File: src/rtl/rx_sync_ctrl_pkg.sv
// Shared types and constants for the receive symbol-lock controller.
// Also holds the K28.5 code words used by the comma detector.
package rx_sync_ctrl_pkg;

  typedef enum logic [1:0] {
    RX_HUNT    = 2'd0,
    RX_CONFIRM = 2'd1,
    RX_LOCKED  = 2'd2
  } rxState_t;

  localparam int unsigned SYMBOL_BITS = 10;
  localparam logic [SYMBOL_BITS-1:0] K285_NEG = 10'b0011111010;
  localparam logic [SYMBOL_BITS-1:0] K285_POS = 10'b1100000101;

  // Counter width for a count that must reach n-1; never narrower than one bit.
  function automatic int unsigned cntWidth(input int unsigned n);
    return (n > 1) ? $clog2(n) : 1;
  endfunction

  function automatic logic [3:0] nextOffset(input logic [3:0] cur);
    return (32'(cur) >= SYMBOL_BITS - 1) ? 4'd0 : cur + 4'd1;
  endfunction

endpackage

File: src/rtl/rx_err_monitor.sv
// Net decode-error tracker used while locked: errors count up, each run of
// GOOD_RUN clean symbols forgives one error.
module rx_err_monitor
  import rx_sync_ctrl_pkg::*;
#(
  parameter int unsigned ERR_LIMIT = 4,
  parameter int unsigned GOOD_RUN  = 16
) (
  input  logic       clk,
  input  logic       rst,
  input  logic       clear,
  input  logic       sym_event,
  input  logic       is_err,
  output logic [2:0] err_cnt,
  output logic       limit_hit
);

  localparam int unsigned ErrW  = cntWidth(ERR_LIMIT);
  localparam int unsigned GoodW = cntWidth(GOOD_RUN);
  localparam logic [ErrW-1:0]  ErrLast  = ErrW'(ERR_LIMIT - 1);
  localparam logic [GoodW-1:0] GoodLast = GoodW'(GOOD_RUN - 1);

  logic [ErrW-1:0]  errQ;
  logic [GoodW-1:0] goodQ;

  // Combinational so the FSM can drop lock on the same edge as the final error.
  assign limit_hit = is_err && (errQ == ErrLast);
  assign err_cnt   = 3'(errQ);

  always_ff @(posedge clk or posedge rst) begin
    if (rst) begin
      errQ  <= '0;
      goodQ <= '0;
    end else if (clear) begin
      errQ  <= '0;
      goodQ <= '0;
    end else if (sym_event) begin
      if (is_err) begin
        goodQ <= '0;
        errQ  <= limit_hit ? '0 : errQ + 1'b1;
      end else if (goodQ == GoodLast) begin
        goodQ <= '0;
        if (errQ != '0) errQ <= errQ - 1'b1;
      end else begin
        goodQ <= goodQ + 1'b1;
      end
    end
  end

endmodule

File: src/rtl/rx_sync_ctrl.sv
// Symbol-lock controller: hunts for K28.5 alignment by slipping the bit
// boundary, confirms it, and drops lock after an error burst.
module rx_sync_ctrl
  import rx_sync_ctrl_pkg::*;
#(
  parameter int unsigned COMMA_CONFIRM = 3,
  parameter int unsigned HUNT_TIMEOUT  = 16,
  parameter int unsigned ERR_LIMIT     = 4,
  parameter int unsigned GOOD_RUN      = 16
) (
  input  logic       clk,
  input  logic       rst,
  input  logic       enb,
  input  logic       sym_valid,
  input  logic       is_k285,
  input  logic       dec_error,
  output logic       slip,
  output logic [3:0] offset,
  output logic       rx_valid,
  output logic [1:0] state,
  output logic [2:0] err_cnt,
  output logic       lock_lost
);

  localparam int unsigned HuntW  = cntWidth(HUNT_TIMEOUT);
  localparam int unsigned CommaW = cntWidth(COMMA_CONFIRM);
  localparam logic [HuntW-1:0]  HuntLast  = HuntW'(HUNT_TIMEOUT - 1);
  localparam logic [CommaW-1:0] CommaLast = CommaW'(COMMA_CONFIRM - 1);

  rxState_t          stateQ;
  logic [3:0]        offsetQ;
  logic [HuntW-1:0]  huntQ;
  logic [HuntW-1:0]  winQ;
  logic [CommaW-1:0] commaQ;
  logic              slipQ;
  logic              rxValidQ;
  logic              lockLostQ;

  logic symEvt;
  logic isComma;
  logic lockEntry;
  logic lockedEvt;
  logic limitHit;

  assign symEvt    = enb & sym_valid;
  assign isComma   = is_k285 & ~dec_error;
  assign lockEntry = symEvt && (stateQ == RX_CONFIRM) && isComma && (commaQ == CommaLast);
  assign lockedEvt = symEvt && (stateQ == RX_LOCKED);

  rx_err_monitor #(
    .ERR_LIMIT(ERR_LIMIT),
    .GOOD_RUN (GOOD_RUN)
  ) u_errMon (
    .clk      (clk),
    .rst      (rst),
    .clear    (lockEntry),
    .sym_event(lockedEvt),
    .is_err   (dec_error),
    .err_cnt  (err_cnt),
    .limit_hit(limitHit)
  );

  always_ff @(posedge clk or posedge rst) begin
    if (rst) begin
      stateQ    <= RX_HUNT;
      offsetQ   <= '0;
      huntQ     <= '0;
      winQ      <= '0;
      commaQ    <= '0;
      slipQ     <= 1'b0;
      rxValidQ  <= 1'b0;
      lockLostQ <= 1'b0;
    end else begin
      slipQ     <= 1'b0;
      lockLostQ <= 1'b0;
      if (symEvt) begin
        unique case (stateQ)
          RX_HUNT: begin
            if (isComma) begin
              stateQ <= RX_CONFIRM;
              commaQ <= CommaW'(1);
              winQ   <= '0;
              huntQ  <= '0;
            end else if (huntQ == HuntLast) begin
              slipQ   <= 1'b1;
              offsetQ <= nextOffset(offsetQ);
              huntQ   <= '0;
            end else begin
              huntQ <= huntQ + 1'b1;
            end
          end
          RX_CONFIRM: begin
            if (dec_error) begin
              stateQ <= RX_HUNT;
              huntQ  <= '0;
            end else if (isComma) begin
              winQ <= '0;
              if (commaQ == CommaLast) begin
                stateQ   <= RX_LOCKED;
                rxValidQ <= 1'b1;
              end else begin
                commaQ <= commaQ + 1'b1;
              end
            end else if (winQ == HuntLast) begin
              stateQ <= RX_HUNT;
              huntQ  <= '0;
            end else begin
              winQ <= winQ + 1'b1;
            end
          end
          RX_LOCKED: begin
            // Offset is kept on loss of lock so re-hunting starts from the last good boundary.
            if (limitHit) begin
              stateQ    <= RX_HUNT;
              rxValidQ  <= 1'b0;
              lockLostQ <= 1'b1;
              huntQ     <= '0;
            end
          end
          default: begin
            stateQ   <= RX_HUNT;
            rxValidQ <= 1'b0;
            huntQ    <= '0;
          end
        endcase
      end
    end
  end

  assign slip      = slipQ;
  assign offset    = offsetQ;
  assign rx_valid  = rxValidQ;
  assign state     = stateQ;
  assign lock_lost = lockLostQ;

endmodule

File: config.mk
export PLATFORM = sky130hd
export DESIGN_NAME = rx_sync_ctrl
export DESIGN_NICKNAME = d
export VERILOG_FILES = /design/src/rtl/rx_sync_ctrl_pkg.sv /design/src/rtl/rx_err_monitor.sv /design/src/rtl/rx_sync_ctrl.sv
export SDC_FILE = /design/constraint.sdc
export NUM_CORES = 1
export LEC_CHECK = 0
export CAP_MARGIN = 20
export CELL_PAD_IN_SITES_DETAIL_PLACEMENT = 1
export CELL_PAD_IN_SITES_GLOBAL_PLACEMENT = 2
export CORE_ASPECT_RATIO = 0.75
export CORE_MARGIN = 2
export CORE_UTILIZATION = 38
export CTS_CLUSTER_SIZE = 14
export DETAILED_ROUTE_END_ITERATION = 10
export GPL_ROUTABILITY_DRIVEN = 0
export GPL_TIMING_DRIVEN = 0
export HOLD_SLACK_MARGIN = 0.05
export MAX_ROUTING_LAYER = met4
export PLACE_DENSITY = 0.86
export SLEW_MARGIN = 0
export SYNTH_ARGS = -nofsm -noshare
export SYNTH_HDL_FRONTEND = slang
export SYNTH_SLANG_ARGS = --single-unit
File: constraint.sdc
create_clock -name clk -period 5 [get_ports clk]
set_clock_uncertainty 0.1 [all_clocks]
set_input_delay 1 -clock clk [delete_from_list [all_inputs] [get_ports clk]]
set_output_delay 1 -clock clk [all_outputs]
set_load 0.02 [all_outputs]
==> summary.txt <==
Outcome
  • Result of the run: complete, no violations

STA
  • Number of slew-limit violations in the final report: 0
  • Smallest setup slack after layout: 2.220 ns
  • Unrepaired setup endpoints after global routing: no
  • Period utilisation layout: 55.60%
  • Slew at the pin closest to its max-slew limit: 0.5851 ns
  • Final worst path period need: 2.780 ns
  • Setup violators final: 0
  • Slew margin rel.: 60.83%
  • Worst hold margin: 0.4115 ns
  • Final-layout setup total negative slack: 0 ns
  • Highest Clock Rate: 359.7 MHz
  • Final hold vios: 0

Global route
  • Largest net degree at the start of global routing: 26
  • Via count of the first global-routing pass: 1250
  • Wire length of the first global-routing pass: 5892 microns
  • Initial antenna violation count: 0
  • Total GRT Usage: 16.68%
  • Total gr overflow: 0

Layout
  • Synthesis-to-layout area growth: 19.54%
  • Combined area of the multi-input logic cells: 847.1 sq um
  • Most common cell after layout, fill and taps aside: sky130_fd_sc_hd__dfrtp_1
  • Antenna diodes: 0
  • Non-filler instance count after layout: 230
  • Number of fill cells in the layout: 447
  • Final layout net count: 191
  • Commonest cells after routing, fill and taps aside: sky130_fd_sc_hd__dfrtp_1 (25), sky130_fd_sc_hd__clkdlybuf4s50_1 (16), sky130_fd_sc_hd__inv_1 (15)
  • Final standard cell area without fillers: 0.001876 sq mm
  • Final core utilization: 46.84%
  • Area used by sequential logic in the layout: 625.6 sq um
  • Layout cell share with drive strength beyond 1: 14.29%

Pwr
  • Switching share of power: 38.64%
  • Switching power: 309.6 uW
  • Leakage: 0.8191 nW
  • Cell-internal power: 491.7 uW
  • Reg power frac: 39.9%
  • Post-route total power: 801.2 uW
  • PD cells: 427.2 mW/mm^2
  • Clock share of power: 15.9%
  • Combinational Power Share: 44.2%
  • Worst-case vdd ir drop: 182.8 uV

Route
  • Remaining routing DRC violations: 0
  • Wire length after detailed routing: 3484 microns
  • Post-detailed-route wirelength per cell: 15.15 microns
  • Number of vias per cell: 5.252
  • Number of nets with antenna violations after detailed routing: 0
  • Detailed Route Iter0 Violations: 58
  • Routed via count: 1208
  • First-pass iteration count of the detailed router: 4

Worst setup path
  • Data required time of the worst path: 5.06 ns
  • Setup slack on the worst flop-to-flop path: 2.97 ns
  • Type of destination of the critical path: register
  • Crit-path max FO: 10
  • Depth of the worst register-to-register path: 5
  • Start point of the critical path: dec_error
  • Worst R2R Start: huntQ[0]
  • Critical Path AT: 2.84 ns
  • Startpoint kind of the worst setup timing path: input pin
  • Worst Setup Path Type: input pin to register
  • FF-to-FF End: offset[2]

Floorplan
  • Core footprint: 0.004004 sq mm
  • Die Outline Area: 0.004664 sq mm
  • Total I/O pin count: 18
  • Row cnt: 20
  • Die Span X: 78.20 microns
  • Starting utilization of the core area: 39.19%
  • Die height: 59.65 microns

Clocking
  • H-Tree Level Count: 1
  • Number of buffers added to fix hold violations after cts: 0
  • Clock latency reported for the late side of the worst-skew pair: 0.27 ns
  • TritonCTS clock tree: done
  • Total CTS buffers: 3
  • Number of setup buffers added after CTS: 0
  • Clock-pin slew of the registers on the worst-case setup and hold paths: 0.10 ns
  • Number of cells upsized or downsized after cts: 0
  • Deepest clock path buffer count: 2
  • Clock sink count: 25
  • Cell at the root of the clock tree: sky130_fd_sc_hd__clkbuf_8

Placed design
  • Cell Count Post-Placement: 225
  • Dpl hpwl: 2651 microns
  • Placement-stage worst setup slack: 1.964 ns
  • Port Buffers: 16
  • Post-Place Cell Area: 0.001798 sq mm

Yosys
  • Most area-consuming cells after synthesis: sky130_fd_sc_hd__dfrtp_1 (40%), sky130_fd_sc_hd__ha_1 (7.2%), sky130_fd_sc_hd__inv_1 (3.6%)
  • Sequential share of the synthesized area: 39.87%
  • Mean area per synthesized cell: 10.19 sq um
  • Synth Register Bits: 25
  • Synthesized area: 0.001569 sq mm
  • Most frequently used flop master after synthesis: sky130_fd_sc_hd__dfrtp_1
  • Yosys warns: 0
  • Post-synthesis net count: 169
  • Post-synth EDFFs: 0
  • Post-Synthesis Cells: 154
  • Library cells used by synthesis: 48
  • Post-synth top area share: 39.87%
  • Post-synthesis cell type with the largest combined area: sky130_fd_sc_hd__dfrtp_1
  • Async set-reset flop share out of synthesis: 100.0%

Min path
  • Worst hold path endpoint: commaQ[1]
  • Hold depth: 1
  • Startpoint of the most critical hold path: commaQ[1]
  • Hold WC Path Type: register to register

Run
  • Maximum capacitance violations: 0
-- registers in the layout (all words and copies together), names as in the netlist --
register        flops
commaQ              2
huntQ               4
lock_lost           1
offset              4
rx_valid            1
slip                1
state               2
u_errMon.errQ       2
u_errMon.goodQ      4
winQ                4
-- worst max path at each step --
stage,endpoint,slack (ns),cells after the start
finish,winQ[3],2.22,6
floorplan,u_errMon.errQ[0],2.71,5
CTS,commaQ[1],2.23,6
global route,commaQ[1],2.07,6
detailed placement,winQ[3],1.96,6
global placement,winQ[3],2.00,6
-- metal layers --
metal,vias up,global-route usage (%),wire (microns)
li1,586,-,-
met1,604,19.87,1595
met2,16,30.17,1777
met3,2,3.625,85
met4,0,2.506,27
met5,-,-,0
-- kinds of logic (layout without fill, tap and decap cells) --
| family | Yosys count | in the layout | share of synthesized area (%) |
|---|---|---|---|
| AOI/OAI and AO/OA | 39 | 39 | 19.06 |
| DFF | 25 | 25 | 39.87 |
| and+or+nand+nor | 53 | 53 | 22.09 |
| buffers and inverters | 20 | 41 | 6.140 |
| other | 1 | 1 | 0.2390 |
| adders and majority gates | 9 | 9 | 7.177 |
| muxes | 7 | 7 | 5.423 |
-- worst max-delay path, cell delays in order --
cell and delay [ns]:
sky130_fd_sc_hd__clkdlybuf4s50_1 0.55, sky130_fd_sc_hd__buf_2 0.27, sky130_fd_sc_hd__nor4bb_2 0.42, sky130_fd_sc_hd__o211a_1 0.31
sky130_fd_sc_hd__a21boi_1 0.19, sky130_fd_sc_hd__o22ai_1 0.09
-- synthesized netlist by cell type, types with 2 or more instances --
library cell and number:
sky130_fd_sc_hd__nor2b_1 3, sky130_fd_sc_hd__nand2b_1 4, sky130_fd_sc_hd__nand3_1 8, sky130_fd_sc_hd__nand2_1 7
sky130_fd_sc_hd__o21ai_1 3, sky130_fd_sc_hd__o21ai_0 6, sky130_fd_sc_hd__dfrtp_1 25, sky130_fd_sc_hd__a41oi_1 2
sky130_fd_sc_hd__nor2_1 11, sky130_fd_sc_hd__o31ai_1 2, sky130_fd_sc_hd__a21oi_1 9, sky130_fd_sc_hd__ha_1 9
sky130_fd_sc_hd__buf_6 2, sky130_fd_sc_hd__nor4bb_2 2, sky130_fd_sc_hd__nor3_1 3, sky130_fd_sc_hd__inv_1 15
sky130_fd_sc_hd__buf_2 2, sky130_fd_sc_hd__o2bb2ai_1 2, sky130_fd_sc_hd__mux2i_1 4, sky130_fd_sc_hd__mux2_4 3
sky130_fd_sc_hd__a22o_1 2, sky130_fd_sc_hd__nor3b_1 3, sky130_fd_sc_hd__a21o_1 2
-- power groups by stage --
stage / registers (mW) / clock network, mW / logic [mW]
2_1_floorplan: 0.328 / 0 / 0.244
3_3_place_gp: 0.316 / 0 / 0.336
3_5_place_dp: 0.323 / 0 / 0.355
4_1_cts: 0.319 / 0.133 / 0.358
5_1_grt: 0.329 / 0.142 / 0.396
6_report: 0.319 / 0.128 / 0.354
-- layout make-up --
class	instances	share of cell area [%]
Timing Repair Buffer	17	10.01
Buffer	5	2.135
Clock buffer	3	2.201
Inverter	15	3.002
Clock inverter	1	0.4670
Multi-Input combinational cell	109	45.16
Tap cell	55	3.669
Sequential cell	25	33.36
No activity file was read; power rests on OpenSTA's default activity.
